--- config.mk ---
export PLATFORM = sky130hd
export DESIGN_NAME = fifo_ctrl_flat
export DESIGN_NICKNAME = d
export VERILOG_FILES = /design/src/rtl/fifo_ctrl_if.sv /design/src/rtl/fifo_ctrl.sv /design/src/flat_wrapper.sv
export SDC_FILE = /design/constraint.sdc
export NUM_CORES = 1
export LEC_CHECK = 0
export ABC_AREA = 1
export BUFFER_PORTS_ARGS = -buffer_cell sky130_fd_sc_hd__buf_4
export CAP_MARGIN = 40
export CORE_ASPECT_RATIO = 0.8
export CORE_UTILIZATION = 25
export CTS_CLUSTER_DIAMETER = 30
export DETAILED_ROUTE_END_ITERATION = 6
export PLACE_DENSITY = 0.63
export SYNTH_ARGS = -nofsm -noshare
export SYNTH_HDL_FRONTEND = slang
export SYNTH_SLANG_ARGS = --single-unit
--- constraint.sdc ---
create_clock -name clk -period 1.73 [get_ports clk]
set_input_delay 0.173 -clock clk [delete_from_list [all_inputs] [get_ports clk]]
set_output_delay 0.173 -clock clk [all_outputs]
set_load 0.05 [all_outputs]
--- src/rtl/fifo_ctrl_if.sv ---
// fifo_ctrl_if: the client push/pop bus and the dual-port RAM control bus of
// fifo_ctrl, bundled into one interface.
//   master : the environment side (client plus RAM). It drives push, push_data,
//            pop and the RAM read data data_out, and it observes everything else.
//   slave  : the controller side (fifo_ctrl).
// Signals:
//   push, push_data, pop        client requests
//   pop_data, pop_valid         read return, one cycle after an accepted pop
//   count, full, empty,
//   almost_full, almost_empty   occupancy and the flags decoded from it
//   err_overflow, err_underflow sticky error flags
//   wr_enb, wr_addr, data_in    RAM write port controls
//   rd_enb, rd_addr, data_out   RAM read port controls and registered read data
interface fifo_ctrl_if #(
    parameter int RAM_WIDTH = 10,
    parameter int ADDR_SIZE = 3
);
    logic                 push;
    logic [RAM_WIDTH-1:0] push_data;
    logic                 pop;
    logic [RAM_WIDTH-1:0] pop_data;
    logic                 pop_valid;
    logic                 full;
    logic                 empty;
    logic                 almost_full;
    logic                 almost_empty;
    logic [ADDR_SIZE:0]   count;
    logic                 err_overflow;
    logic                 err_underflow;
    logic                 wr_enb;
    logic [ADDR_SIZE-1:0] wr_addr;
    logic [RAM_WIDTH-1:0] data_in;
    logic                 rd_enb;
    logic [ADDR_SIZE-1:0] rd_addr;
    logic [RAM_WIDTH-1:0] data_out;

    modport master (
        output push, push_data, pop, data_out,
        input  pop_data, pop_valid, full, empty, almost_full, almost_empty,
               count, err_overflow, err_underflow,
               wr_enb, wr_addr, data_in, rd_enb, rd_addr
    );

    modport slave (
        input  push, push_data, pop, data_out,
        output pop_data, pop_valid, full, empty, almost_full, almost_empty,
               count, err_overflow, err_underflow,
               wr_enb, wr_addr, data_in, rd_enb, rd_addr
    );
endinterface

--- src/rtl/fifo_ctrl.sv ---
// fifo_ctrl: the pointer and flag controller that sits directly in front of a
// dual-port RAM in the PCIe buffer path. It turns client push/pop requests into
// RAM write and read controls, and it passes the registered RAM read data back
// as pop_data together with a one-cycle pop_valid strobe.
// Ports:
//   clk  single clock; all state changes on the rising edge
//   rst  asynchronous, active-low reset
//   bus  fifo_ctrl_if.slave, which carries the client bus, the flags, the errors
//        and the RAM controls
module fifo_ctrl #(
    parameter int RAM_WIDTH = 10,
    parameter int RAM_DEPTH = 8,
    parameter int ADDR_SIZE = 3,
    parameter int AF_THRESH = 6,
    parameter int AE_THRESH = 2
) (
    input  logic         clk,
    input  logic         rst,
    fifo_ctrl_if.slave   bus
);
    localparam int CW = ADDR_SIZE + 1;
    localparam logic [CW-1:0] DEPTH_C = CW'(RAM_DEPTH);
    localparam logic [CW-1:0] AF_C    = CW'(AF_THRESH);
    localparam logic [CW-1:0] AE_C    = CW'(AE_THRESH);

    logic [ADDR_SIZE-1:0] wr_ptr, rd_ptr;
    logic [CW-1:0]        cnt;
    logic                 pop_vld_q;
    logic                 err_ov_q, err_un_q;
    logic                 full_w, empty_w;
    logic                 push_ok, pop_ok;

    // Acceptance looks only at this cycle's flags. A push while full is
    // rejected even when a pop in the same cycle would free a slot, and the
    // same holds for a pop while empty.
    assign full_w  = (cnt == DEPTH_C);
    assign empty_w = (cnt == '0);
    assign push_ok = bus.push & ~full_w;
    assign pop_ok  = bus.pop  & ~empty_w;

    // RAM controls are combinational, so the RAM acts on the same edge that
    // moves the pointers. Both enables are held low while reset is asserted,
    // so the RAM contents are left untouched.
    assign bus.wr_enb  = push_ok & rst;
    assign bus.wr_addr = wr_ptr;
    assign bus.data_in = bus.push_data;
    assign bus.rd_enb  = pop_ok & rst;
    assign bus.rd_addr = rd_ptr;

    // The RAM registers its read data, so data_out lines up with pop_vld_q.
    assign bus.pop_data      = bus.data_out;
    assign bus.pop_valid     = pop_vld_q;
    assign bus.count         = cnt;
    assign bus.full          = full_w;
    assign bus.empty         = empty_w;
    assign bus.almost_full   = (cnt >= AF_C);
    assign bus.almost_empty  = (cnt <= AE_C);
    assign bus.err_overflow  = err_ov_q;
    assign bus.err_underflow = err_un_q;

    always_ff @(posedge clk or negedge rst) begin
        if (!rst) begin
            wr_ptr    <= '0;
            rd_ptr    <= '0;
            cnt       <= '0;
            pop_vld_q <= 1'b0;
            err_ov_q  <= 1'b0;
            err_un_q  <= 1'b0;
        end else begin
            // The pointers are exactly ADDR_SIZE bits wide, so they wrap on their own.
            if (push_ok) wr_ptr <= wr_ptr + 1'b1;
            if (pop_ok)  rd_ptr <= rd_ptr + 1'b1;
            case ({push_ok, pop_ok})
                2'b10:   cnt <= cnt + 1'b1;
                2'b01:   cnt <= cnt - 1'b1;
                default: cnt <= cnt;
            endcase
            pop_vld_q <= pop_ok;
            if (bus.push && full_w)  err_ov_q <= 1'b1;
            if (bus.pop  && empty_w) err_un_q <= 1'b1;
        end
    end
endmodule

--- src/flat_wrapper.sv ---
// flat-port wrapper written by rule: the top's interface ports become plain ports
module fifo_ctrl_flat 
#(
    parameter int RAM_WIDTH = 10,
    parameter int RAM_DEPTH = 8,
    parameter int ADDR_SIZE = 3,
    parameter int AF_THRESH = 6,
    parameter int AE_THRESH = 2
)
  (clk, rst, bus_push, bus_push_data, bus_pop, bus_data_out, bus_pop_data, bus_pop_valid, bus_full, bus_empty, bus_almost_full, bus_almost_empty, bus_count, bus_err_overflow, bus_err_underflow, bus_wr_enb, bus_wr_addr, bus_data_in, bus_rd_enb, bus_rd_addr);
  fifo_ctrl_if #(.RAM_WIDTH(RAM_WIDTH), .ADDR_SIZE(ADDR_SIZE)) bus_i ();
  input  logic clk;
  input  logic rst;
  input wire logic [$bits(bus_i.push)-1:0] bus_push;
  input wire logic [$bits(bus_i.push_data)-1:0] bus_push_data;
  input wire logic [$bits(bus_i.pop)-1:0] bus_pop;
  input wire logic [$bits(bus_i.data_out)-1:0] bus_data_out;
  output wire logic [$bits(bus_i.pop_data)-1:0] bus_pop_data;
  output wire logic [$bits(bus_i.pop_valid)-1:0] bus_pop_valid;
  output wire logic [$bits(bus_i.full)-1:0] bus_full;
  output wire logic [$bits(bus_i.empty)-1:0] bus_empty;
  output wire logic [$bits(bus_i.almost_full)-1:0] bus_almost_full;
  output wire logic [$bits(bus_i.almost_empty)-1:0] bus_almost_empty;
  output wire logic [$bits(bus_i.count)-1:0] bus_count;
  output wire logic [$bits(bus_i.err_overflow)-1:0] bus_err_overflow;
  output wire logic [$bits(bus_i.err_underflow)-1:0] bus_err_underflow;
  output wire logic [$bits(bus_i.wr_enb)-1:0] bus_wr_enb;
  output wire logic [$bits(bus_i.wr_addr)-1:0] bus_wr_addr;
  output wire logic [$bits(bus_i.data_in)-1:0] bus_data_in;
  output wire logic [$bits(bus_i.rd_enb)-1:0] bus_rd_enb;
  output wire logic [$bits(bus_i.rd_addr)-1:0] bus_rd_addr;
  assign bus_i.push = bus_push;
  assign bus_i.push_data = bus_push_data;
  assign bus_i.pop = bus_pop;
  assign bus_i.data_out = bus_data_out;
  assign bus_pop_data = bus_i.pop_data;
  assign bus_pop_valid = bus_i.pop_valid;
  assign bus_full = bus_i.full;
  assign bus_empty = bus_i.empty;
  assign bus_almost_full = bus_i.almost_full;
  assign bus_almost_empty = bus_i.almost_empty;
  assign bus_count = bus_i.count;
  assign bus_err_overflow = bus_i.err_overflow;
  assign bus_err_underflow = bus_i.err_underflow;
  assign bus_wr_enb = bus_i.wr_enb;
  assign bus_wr_addr = bus_i.wr_addr;
  assign bus_data_in = bus_i.data_in;
  assign bus_rd_enb = bus_i.rd_enb;
  assign bus_rd_addr = bus_i.rd_addr;
  fifo_ctrl #(.RAM_WIDTH(RAM_WIDTH), .RAM_DEPTH(RAM_DEPTH), .ADDR_SIZE(ADDR_SIZE), .AF_THRESH(AF_THRESH), .AE_THRESH(AE_THRESH)) u_core (.clk(clk), .rst(rst), .bus(bus_i));
endmodule
; Yosys cells after proc, flatten, opt, wreduce, memory -nomap -nowiden
; Cells that the tools add are included.
[classes]
n_reduce_logical = 4
n_bitwise = 6
n_mux = 1
addsub = 4
order_cmp = 2
eq_ne = 3
[op_table]
columns = cell, n
row1 = one-hot mux 4 bit (2 select lines), 1
row2 = adder 3 x 1 -> 3 bit (second input constant), 2
row3 = adder 4 x 1 -> 4 bit (second input constant), 1
row4 = bitwise AND 1 bit, 4
row5 = == test 4 bit (second input constant), 1
row6 = greater-or-equal comparator 4 x 3 -> 1 bit (second input constant), 1
row7 = <= comparator 4 x 2 -> 1 bit (second input constant), 1
row8 = zero test 4 bit, 1
row9 = subtractor 4 x 1 -> 4 bit (second input constant), 1
row10 = == test 2 x 1 -> 1 bit (second input constant), 1
row11 = == test 2 bit (second input constant), 1
row12 = logical AND 1 bit, 2
row13 = NOT 1 bit, 2
row14 = nonzero test 2 bit, 1
[totals]
in_bits = 24
register_bits = 13
elab_cells = 26
output_inout_bits = 39

; Longest topological paths before layout
; Gate-level depths: netlist (run 1).
[depth]
word_depth = 5
ltp_mapped = 13
mapped_depth_nobuf = 13

; Least setup slack after synthesis (run 1)
; No wires, ideal clock.
[synth_path]
path_kind = register -> register
from = register u_core.cnt[1], in the netlist u_core.bus.count[1]
to = register u_core.cnt[2], in the netlist u_core.bus.count[2]
arrival_ns = 2.030
required_time_ns = 1.601
path_stages_with_launch = 12
path_buffers = 0
setup_time_ns = 0.129
period_less_slack_ns = 2.160
slack_ns = -0.430
path_cell_list = dfrtp_1 -> nor2_2 -> nand3_1 -> nand2_2 -> ha_1 -> nand2_1 -> inv_1 -> nor2_2 -> ha_1 -> a21oi_1 -> xor2_1 -> o21ai_0
[synth_between]
elab_chain_cells = 5
word_cells_on_any_way = 12
cone_classes = 2 x add/sub / 3 x eq/ne / 1 x mux / 4 x bitwise / 2 x reduce/logical
[synth_rtl]
columns = element, line
row1 = from (decl), fifo_ctrl.sv:27  ; logic [CW-1:0] cnt;
row2 = from (signal assigned), fifo_ctrl.sv:74  ; 2'b10: cnt <= cnt + 1'b1;
row3 = from (signal assigned), fifo_ctrl.sv:75  ; 2'b01: cnt <= cnt - 1'b1;
row4 = from (signal assigned), fifo_ctrl.sv:76  ; default: cnt <= cnt;
row5 = == test 4 bit or zero test 4 bit (tied branches), "fifo_ctrl.sv:36, fifo_ctrl.sv:37"
row6 = NOT 1 bit (on tied branches), "fifo_ctrl.sv:38, fifo_ctrl.sv:39"
row7 = bitwise AND 1 bit (on tied branches), "fifo_ctrl.sv:38, fifo_ctrl.sv:39"
row8 = == test 2 x 1 -> 1 bit or == test 2 bit (tied branches), fifo_ctrl.sv:73  ; case ({push_ok, pop_ok})
row9 = one-hot mux 4 bit (2 select lines) or nonzero test 2 bit (tied branches), --
; Parallel ways exist; a longest one is shown, timed or not.
; A chain may end at the register's enable or synchronous reset.

; Worst setup path in the final report (run 1)
[layout_path]
from = register u_core.cnt[3], in the netlist u_core.bus.count[3]
to = register u_core.cnt[2], in the netlist u_core.bus.count[2]
[layout_between]
elab_chain_cells = 5
word_cells_on_any_way = 10
cone_classes = 3 x eq/ne / 1 x mux / 4 x bitwise / 2 x reduce/logical
[layout_rtl]
columns = element, line
row1 = zero test 4 bit *, fifo_ctrl.sv:37  ; assign empty_w = (cnt == '0);
row2 = NOT 1 bit *, fifo_ctrl.sv:39  ; assign pop_ok = bus.pop & ~empty_w;
row3 = bitwise AND 1 bit *, fifo_ctrl.sv:39
row4 = named net u_core.pop_ok, fifo_ctrl.sv:31  ; logic push_ok, pop_ok;
row5 = == test 2 x 1 -> 1 bit or == test 2 bit (tied branches), fifo_ctrl.sv:73
row6 = one-hot mux 4 bit (2 select lines) or nonzero test 2 bit (tied branches), --
; Mark *: on every way through the listed nets, which the timed path passes. The rest lies on a longest branch.

==> results.sh, run 1 <==
export IMPL_status="complete, no violations"
export IMPL_synth_top_area_frac=0.386
export IMPL_fin_ws_ns=0.0318
export IMPL_grt_usage=0.117
export IMPL_fp_dieH_microns=53.9
export IMPL_drive_gt1_frac=0.522
export IMPL_grt_pass1_wl_microns=2950
export IMPL_h_tree_depth=1
export IMPL_syn2layout_area_growth_pct=34.3
export IMPL_crit_path_max_fanout=5
export IMPL_criticalPathCategory="reg -> reg"
export IMPL_fin_worst_skew_ns=0.00281
export IMPL_synth_area_leader_cell="dfrtp_1"
export IMPL_critical_path_required_ns=1.85
export IMPL_finalSetupViolCount=0
export IMPL_fin_tns_setup_ns=0
export IMPL_max_vdd_ir_drop_v=0.000981
export IMPL_port_buffers=22
export IMPL_worstSkewPairLatency_ns=0.24
export IMPL_ys_seq_area_frac=0.386
export IMPL_first_global_vias=641
export IMPL_gr_total_overflow=0
export IMPL_std_cell_rows=18
export IMPL_clk_transition_reported_paths_ns=0.06
export IMPL_start_kind="register"
export IMPL_fin_util=0.359
export IMPL_power_density_nw_per_um2=2540
export IMPL_pin_count=63
export IMPL_yosys_area_share_adder=0.0742
export IMPL_synth_area_top_cells="dfrtp_1, buf_4, nand2_1"
export IMPL_syn_nets=126
export IMPL_rsz0062_at_grt="true"
export IMPL_synth_xor_area_frac=0.0727
export IMPL_syn_area_sq_um=843
export IMPL_min_path_type="in -> reg"
export IMPL_antenna_found_initial=0
export IMPL_synth_cell_types=17
export IMPL_numCtsBuffers=3
export IMPL_yosys_warnings=0
export IMPL_vias=657
export IMPL_routedWlPerCell_microns=12.2
export IMPL_grt_max_degree=15
export IMPL_drtIter0Drc=15
export IMPL_p_leak_nw=0.566
export IMPL_synth_seq_cells=13
export IMPL_postSynthAreaPerCell_sq_um=8.69
export IMPL_cts_path_max_buffers=2
export IMPL_synth_top_family_by_area="buffers and inverters"
export IMPL_die_area_sq_um=3610
export IMPL_fin_nets=145
export IMPL_core_sq_um=3150
export IMPL_hold_viol=0
export IMPL_initial_utilization=0.267
export IMPL_cts_sinks=13
export IMPL_totalWireLength_microns=1890
export IMPL_maxSlewViolCount=0
export IMPL_synth_mux_area_frac=0
export IMPL_root_buffer="clkbuf_8"
export IMPL_syn_inst=97
export IMPL_die_x_microns=66.9
export IMPL_finalWeightedCongestion=0.833
export IMPL_relSlewSlack=0.837
export IMPL_via_per_inst=4.24
export IMPL_maxCapViolCount=0
export IMPL_end_kind="register"
export IMPL_worst_pin_slew_ns=0.245
export IMPL_fmax_mhz=589
export IMPL_ant_nets=0
export IMPL_dp_hpwl_microns=1440
export IMPL_arrival_ns=1.82
export IMPL_synth_compound_area_share=0.0356
export IMPL_firstDrtPassIters=4
export IMPL_synthSimpleGateAreaFrac=0.206
export IMPL_diodes=0
export IMPL_post_route_period_util=0.982
export IMPL_drc=0
export IMPL_rrSetupSlack_ns=0.03
export IMPL_pre_cts_slack_ns=-0.0323
export IMPL_min_period_ns=1.70
export IMPL_cts_tree="done"
-- cells in the mapped netlist (all sizes together) --
master	n
nand2	23
buf	20
ha	5
o21ai	2
xnor2	6
a21o	2
nand3	6
dfrtp	13
nor2	8
a21oi	1
xor2	1
inv	10
-- final timing paths --
| kind | from | to | cells past startpoint |
|---|---|---|---|
| worst min-delay path | bus_pop | u_core.bus.err_underflow$_DFFE_PN0P_ | 2 |
| worst max-delay path | u_core.bus.count[3]$_DFFE_PN0P_ | u_core.bus.count[2]$_DFFE_PN0P_ | 11 |
| worst min register to register | u_core.bus.err_underflow$_DFFE_PN0P_ | u_core.bus.err_underflow$_DFFE_PN0P_ | 1 |
| min in group asynchronous | rst | u_core.bus.err_overflow$_DFFE_PN0P_ | 2 |
| max in group asynchronous | rst | u_core.bus.count[0]$_DFFE_PN0P_ | 2 |
| worst max register to register | u_core.bus.count[3]$_DFFE_PN0P_ | u_core.bus.count[2]$_DFFE_PN0P_ | 11 |
-- per-layer routing --
| layer | GRT usage | share of wire | vias to the layer above |
|---|---|---|---|
| li1 | - | - | 313 |
| met1 | 0.139 | 0.45 | 302 |
| met2 | 0.177 | 0.44 | 24 |
| met3 | 0.0466 | 0.087 | 18 |
| met4 | 0.0709 | 0.027 | 0 |
| met5 | 0 | 0 | - |
-- logic make-up (layout without fill, tap and decap cells) --
group / after synthesis / after routing
fa+ha+maj: 5 / 5
buf+inv: 30 / 48
flops: 13 / 13
simple gates: 37 / 37
xor+xnor: 7 / 7
compound gates: 5 / 5
-- cell usage in the layout (no fill, tap or decap) --
cell type / instances
buf_4: 33
nand2_1: 16
dfrtp_1: 9
inv_1: 7
xnor2_1: 6
nand2_2: 5
nor2_4: 4
nor2_1: 4
dfrtp_2: 4
nand3_1: 3
ha_1: 3
clkbuf_8: 3
nand2_4: 2
inv_2: 2
a21o_1: 2
nand3_2: 2
ha_4: 2
inv_4: 1
nand3_4: 1
o21ai_0: 1
a21oi_2: 1
xor2_1: 1
o21ai_1: 1
clkbuf_1: 1
dlygate4sd3_1: 1
-- worst max-delay path: stages, from the launching register on --
cell	delay, ns
dfrtp_2	0.46
nor2_4	0.11
nand2_2	0.08
nand2_4	0.07
inv_4	0.05
ha_4	0.17
nor2_4	0.10
nor2_4	0.05
ha_4	0.15
a21oi_2	0.11
xor2_1	0.15
o21ai_1	0.07
-- sequential cells by signal, summed over array words and instances (netlist names) --
name,count
u_core.bus.count,4
u_core.bus.err_overflow,1
u_core.bus.err_underflow,1
u_core.bus.pop_valid,1
u_core.bus.rd_addr,3
u_core.bus.wr_addr,3
-- through the flow --
| step | hold slack, ns | area (sq um) | std cells | power [W] |
|---|---|---|---|---|
| 3_3_place_gp | 0.0335 | 1000 | 145 | 0.00244 |
| 3_5_place_dp | 0.0371 | 1000 | 145 | 0.00249 |
| 4_1_cts | 0.169 | 1100 | 155 | 0.00284 |
| 2_1_floorplan | -0.123 | 892 | 97 | 0.00201 |
| 6_report | 0.175 | 1130 | 155 | 0.00288 |
| 5_1_grt | 0.188 | 1130 | 155 | 0.00307 |
-- area by class of cell --
type / count / area, sq um
fillers: 337 / 2020
inverters: 10 / 40.0
flip-flops and latches: 13 / 330
repair buffers: 34 / 258
multi-input cells: 54 / 409
clock buffers: 4 / 45.0
well taps: 40 / 50.0
-- where the power goes --
group	switching [W]	internal, W
Clock	0.000109	0.000163
Sequential	0.000148	0.000466
Combinational	0.00128	0.000709
-- timing repair --
action | 4_1_cts | 5_1_grt
pin swaps | 8 | 6
hold buffers | 1 | 0
resized for setup | 3 | 7
setup endpoints to repair | 2 | 3
endpoints found under the hold margin | 13 | 0
buffers inserted | 5 | 0
Power figures use the tool's default switching activity.
==> run 2: changes to the inputs <==
==> constraint.sdc (replaced) <==
create_clock -name clk -period 1.45 [get_ports clk]
set_input_delay 0.145 -clock clk [delete_from_list [all_inputs] [get_ports clk]]
set_output_delay 0.145 -clock clk [all_outputs]
set_load 0.05 [all_outputs]
==> results.sh, run 2 (synthesis gave the netlist of run 1 again) <==
export IMPL_root_buffer="clkbuf_8"
export IMPL_relSlewSlack=0.834
export IMPL_final_common_cell="buf_4"
export IMPL_initial_utilization=0.267
export IMPL_drc=0
export IMPL_firstDrtPassIters=3
export IMPL_totalWireLength_microns=1940
export IMPL_layout_common_cells="buf_4, nand2_1, dfrtp_1"
export IMPL_rrSetupSlack_ns=-0.29
export IMPL_critical_path_slowest_cell="dfrtp_2"
export IMPL_placed_cell_area_sq_um=1060
export IMPL_drive_gt1_frac=0.574
export IMPL_r2r_end="u_core.bus.count[2]$_DFFE_PN0P_"
export IMPL_gr_total_overflow=0
export IMPL_max_stage_delay_ns=0.42
export IMPL_comb_power_share=0.719
export IMPL_fin_area_sq_um=1250
export IMPL_min_path_type="in -> reg"
export IMPL_antenna_found_initial=0
export IMPL_first_global_vias=697
export IMPL_grt_usage=0.121
export IMPL_max_vdd_ir_drop_v=0.000923
export IMPL_crit_path_max_fanout=4
export IMPL_fin_ws_ns=-0.287
export IMPL_fin_worst_skew_ns=0.00271
export IMPL_grt_pass1_wl_microns=3130
export IMPL_hold_ws_ns=0.137
export IMPL_fin_nets=152
export IMPL_cts_sinks=13
export IMPL_fp_dieH_microns=53.9
export IMPL_die_area_sq_um=3610
export IMPL_rsz0062_at_grt="true"
export IMPL_arrival_ns=1.90
export IMPL_grt_max_degree=14
export IMPL_fmax_mhz=576
export IMPL_ant_nets=0
export IMPL_timing_rr_start="u_core.bus.count[0]$_DFFE_PN0P_"
export IMPL_use_met3=0.0614
export IMPL_start_kind="register"
export IMPL_syn2layout_area_growth_pct=48.5
export IMPL_post_route_period_util=1.20
export IMPL_crit_chain="nor2_4 -> nand2_2 -> nand2_4 -> inv_4 -> ha_4 -> nand2_2 -> inv_2 -> nor2_4 -> ha_4 -> a21oi_2 -> xor2_1 -> o21ai_1"
export IMPL_via_per_inst=4.13
export IMPL_routedWlPerCell_microns=12.0
export IMPL_cp_startpoint="u_core.bus.count[0]$_DFFE_PN0P_"
export IMPL_intPower_w=0.00179
export IMPL_min_period_ns=1.74
export IMPL_hold_viol=0
export IMPL_core_sq_um=3150
export IMPL_h_tree_depth=1
export IMPL_clk_transition_reported_paths_ns=0.06
export IMPL_grtUsageMet1=0.138
export IMPL_std_cell_rows=18
export IMPL_p_sw_frac=0.515
export IMPL_crit_end="u_core.bus.count[2]$_DFFE_PN0P_"
export IMPL_finalSetupViolCount=6
export IMPL_p_seq_frac=0.193
export IMPL_critical_path_top_delay_family="simple AND/OR/NAND/NOR gates"
export IMPL_dp_hpwl_microns=1510
export IMPL_pin_count=63
export IMPL_maxSlewViolCount=0
export IMPL_p_switching_w=0.00190
export IMPL_largest_reg_flops=4
export IMPL_finalWeightedCongestion=0.892
export IMPL_vias=669
export IMPL_numCtsBuffers=3
export IMPL_worst_pin_slew_ns=0.247
export IMPL_p_leak_nw=0.610
export IMPL_clock_power_share=0.088
export IMPL_maxCapViolCount=0
export IMPL_cts_path_max_buffers=2
export IMPL_fin_tns_setup_ns=-0.923
export IMPL_ff2ff_path_depth=12
export IMPL_critical_path_required_ns=1.61
export IMPL_diodes=0
export IMPL_worstSkewPairLatency_ns=0.24
export IMPL_status="finished, violations left"
export IMPL_drtIter0Drc=15
export IMPL_power_density_nw_per_um2=2940
export IMPL_cts_tree="done"
export IMPL_grt_use_met2=0.194
export IMPL_end_kind="register"
export IMPL_top_usage_layer="met2"
export IMPL_critPathBufInv=2
export IMPL_violations="setup timing"
export IMPL_die_x_microns=66.9
export IMPL_criticalPathCategory="reg -> reg"
export IMPL_port_buffers=22
export IMPL_cp_depth=12
run 2: cell count changes in the layout (fill, tap and decap cells not counted), moves of 2 or more:
cell,change
nor2_1,-2
nor2_4,+2
buf_6,+4
buf_8,+3
run 2: layer usage:
metal,wire (microns),vias to the layer above,part of all wire
met5,0,-,0
met4,42,0,0.022
met3,171,12,0.088
met2,906,22,0.47
met1,819,303,0.42
li1,-,332,-
run 2: how the worst min path moves through the flow:
stage                  from                                   end  slack [ns]  depth (start not counted)
global placement        rst   u_core.bus.err_overflow$_DFFE_PN0P_         0.1                          2
CTS                 bus_pop  u_core.bus.err_underflow$_DFFE_PN0P_        0.14                          2
floorplan               rst       u_core.bus.count[0]$_DFFE_PN0P_       -0.15                          0
finish              bus_pop  u_core.bus.err_underflow$_DFFE_PN0P_        0.14                          2
global route        bus_pop  u_core.bus.err_underflow$_DFFE_PN0P_        0.15                          2
detailed placement      rst   u_core.bus.err_overflow$_DFFE_PN0P_         0.1                          2
run 2: what timing repair did:
action / in CTS / in global routing
hold endpoints to repair: 13 / 0
endpoints found under the setup margin: 7 / 9
hold buffers: 1 / 0
pin swaps: 8 / 5
buffers inserted: 5 / 2
gates resized for setup: 18 / 8
run 2: layout make-up:
type | count | area [sq um]
Timing Repair Buffer | 41 | 348
Sequential cell | 13 | 330
Inverter | 10 | 42.5
Multi-Input combinational cell | 54 | 437
Tap cell | 40 | 50.0
Fill cell | 323 | 1900
Clock buffer | 4 | 45.0
run 2: metrics by stage:
| stage | util | instances | total power [W] | worst slack, ns |
|---|---|---|---|---|
| 2_1_floorplan | - | 97 | 0.00240 | -0.397 |
| 3_3_place_gp | 0.335 | 152 | 0.00300 | -0.273 |
| 3_5_place_dp | 0.335 | 152 | 0.00306 | -0.325 |
| 4_1_cts | 0.385 | 161 | 0.00362 | -0.253 |
| 5_1_grt | 0.397 | 162 | 0.00392 | -0.370 |
| 6_report | 0.397 | 162 | 0.00369 | -0.287 |
run 2: power groups by stage:
stage | registers [W] | logic [W] | clock network, W
2_1_floorplan | 0.00136 | 0.00105 | 0
3_3_place_gp | 0.000698 | 0.00230 | 0
3_5_place_dp | 0.000713 | 0.00234 | 0
4_1_cts | 0.000715 | 0.00257 | 0.000336
5_1_grt | 0.000735 | 0.00283 | 0.000349
6_report | 0.000711 | 0.00265 | 0.000325
==> run 3: changes to the inputs <==
--- a/config.mk
+++ b/config.mk
@@ -12,7 +12,7 @@
 export CORE_UTILIZATION = 25
 export CTS_CLUSTER_DIAMETER = 30
 export DETAILED_ROUTE_END_ITERATION = 6
-export PLACE_DENSITY = 0.63
+export PLACE_DENSITY = 0.67
 export SYNTH_ARGS = -nofsm -noshare
 export SYNTH_HDL_FRONTEND = slang
 export SYNTH_SLANG_ARGS = --single-unit
==> results.sh, run 3 (synthesis gave the netlist of run 1 again) <==
export IMPL_status="finished, violations left"
export IMPL_violations="setup timing"
export IMPL_criticalPathCategory="reg -> reg"
export IMPL_use_met3=0.0403
export IMPL_diodes=0
export IMPL_syn2layout_area_growth_pct=52.8
export IMPL_routedWlPerCell_microns=12.2
export IMPL_arrival_ns=1.85
export IMPL_drc=0
export IMPL_drive_gt1_frac=0.602
export IMPL_p_leak_nw=0.625
export IMPL_gr_total_overflow=0
export IMPL_end_kind="register"
export IMPL_hold_viol=0
export IMPL_maxSlewViolCount=0
export IMPL_drtIter0Drc=37
export IMPL_fin_nets=153
export IMPL_cts_tree="done"
export IMPL_crit_path_max_fanout=3
export IMPL_rsz0062_at_grt="true"
export IMPL_maxCapViolCount=0
export IMPL_total_power_w=0.00376
export IMPL_numCtsBuffers=3
export IMPL_fp_dieH_microns=53.9
export IMPL_grt_max_degree=14
export IMPL_die_x_microns=66.9
export IMPL_grtUsageMet1=0.138
export IMPL_first_global_vias=687
export IMPL_min_path_type="in -> reg"
export IMPL_ant_nets=0
export IMPL_max_vdd_ir_drop_v=0.00137
export IMPL_fin_ws_ns=-0.280
export IMPL_ff2ff_path_depth=11
export IMPL_min_period_ns=1.73
export IMPL_post_route_period_util=1.19
export IMPL_initial_utilization=0.267
export IMPL_finalSetupViolCount=5
export IMPL_grt_use_met2=0.205
export IMPL_top_usage_layer="met2"
export IMPL_clk_transition_reported_paths_ns=0.05
export IMPL_hold_depth=2
export IMPL_final_common_cell="buf_4"
export IMPL_h_tree_depth=1
export IMPL_relSlewSlack=0.582
export IMPL_worstSkewPairLatency_ns=0.24
export IMPL_fin_util=0.409
export IMPL_antenna_found_initial=0
export IMPL_totalWireLength_microns=1990
export IMPL_firstDrtPassIters=4
export IMPL_pre_cts_slack_ns=-0.353
export IMPL_std_cell_rows=18
export IMPL_pin_count=63
export IMPL_power_density_nw_per_um2=2920
export IMPL_critical_path_required_ns=1.57
export IMPL_layout_common_cells="buf_4, nand2_1, dfrtp_1"
export IMPL_start_kind="register"
export IMPL_cts_sinks=13
export IMPL_die_area_sq_um=3610
export IMPL_dp_hpwl_microns=1410
export IMPL_root_buffer="clkbuf_8"
export IMPL_grt_usage=0.124
export IMPL_vias=678
export IMPL_worst_pin_slew_ns=0.625
export IMPL_finalWeightedCongestion=0.778
export IMPL_largest_reg_flops=4
export IMPL_port_buffers=22
export IMPL_fin_worst_skew_ns=0.000526
export IMPL_via_per_inst=4.16
export IMPL_hold_ws_ns=0.150
export IMPL_core_sq_um=3150
export IMPL_cts_path_max_buffers=2
export IMPL_grt_pass1_wl_microns=3170
export IMPL_fmax_mhz=578
==> run 3: path summary, 6_finish.rpt <==
check	startpoint	endpoint	slack, ns
worst min-delay path	bus_pop	u_core.bus.err_underflow$_DFFE_PN0P_	0.15
max in group asynchronous	rst	u_core.bus.count[1]$_DFFE_PN0P_	0.54
worst min register to register	u_core.bus.err_underflow$_DFFE_PN0P_	u_core.bus.err_underflow$_DFFE_PN0P_	0.46
min in group asynchronous	rst	u_core.bus.err_underflow$_DFFE_PN0P_	0.47
worst max register to register	u_core.bus.count[0]$_DFFE_PN0P_	u_core.bus.count[2]$_DFFE_PN0P_	-0.28
worst max-delay path	u_core.bus.count[0]$_DFFE_PN0P_	u_core.bus.count[2]$_DFFE_PN0P_	-0.28
==> run 3: layout make-up <==
cell class | count | area, sq um
sequential | 13 | 330
tap | 40 | 50.0
inverter | 10 | 45.0
fill | 320 | 1860
timing repair buffer | 42 | 372
clock buffer | 4 | 45.0
multi-input combinational | 54 | 447
==> run 3: what timing repair did <==
item                                    in CTS  in global routing
setup buffers                                7                  3
resized for setup                           19                 12
endpoints found under the setup margin       7                  8
hold buffers                                 1                  0
pin swaps                                   11                  5
endpoints found under the hold margin       13                  0
==> run 3: power breakdown <==
part | internal [W] | switching, W | leakage (nW)
Clock | 0.000193 | 0.000118 | 0.0228
Sequential | 0.000556 | 0.000166 | 0.147
Combinational | 0.00109 | 0.00163 | 0.456
Total | 0.00184 | 0.00192 | 0.625
==> run 3: per-layer routing <==
| metal | wire length [microns] | vias to the layer above |
|---|---|---|
| met3 | 142 | 18 |
| met4 | 83 | 0 |
| met5 | 0 | - |
| met2 | 962 | 27 |
| met1 | 801 | 305 |
| li1 | - | 328 |
==> run 3: critical path, cell delays in order (launching register included) <==
cell     delay, ns
dfrtp_2       0.42
nor2_4        0.14
nand2_2       0.10
nand2_4       0.08
inv_4         0.04
ha_4          0.17
nor2_4        0.10
nor2_4        0.06
ha_4          0.15
a21oi_2       0.11
xor2_1        0.17
o21ai_1       0.08
==> run 3: through the flow <==
step / area [sq um] / setup TNS, ns / instances
2_1_floorplan: 895 / -1.33 / 97
3_3_place_gp: 1060 / -0.638 / 152
3_5_place_dp: 1060 / -0.938 / 152
4_1_cts: 1240 / -0.897 / 163
5_1_grt: 1290 / -1.24 / 163
6_report: 1290 / -0.797 / 163
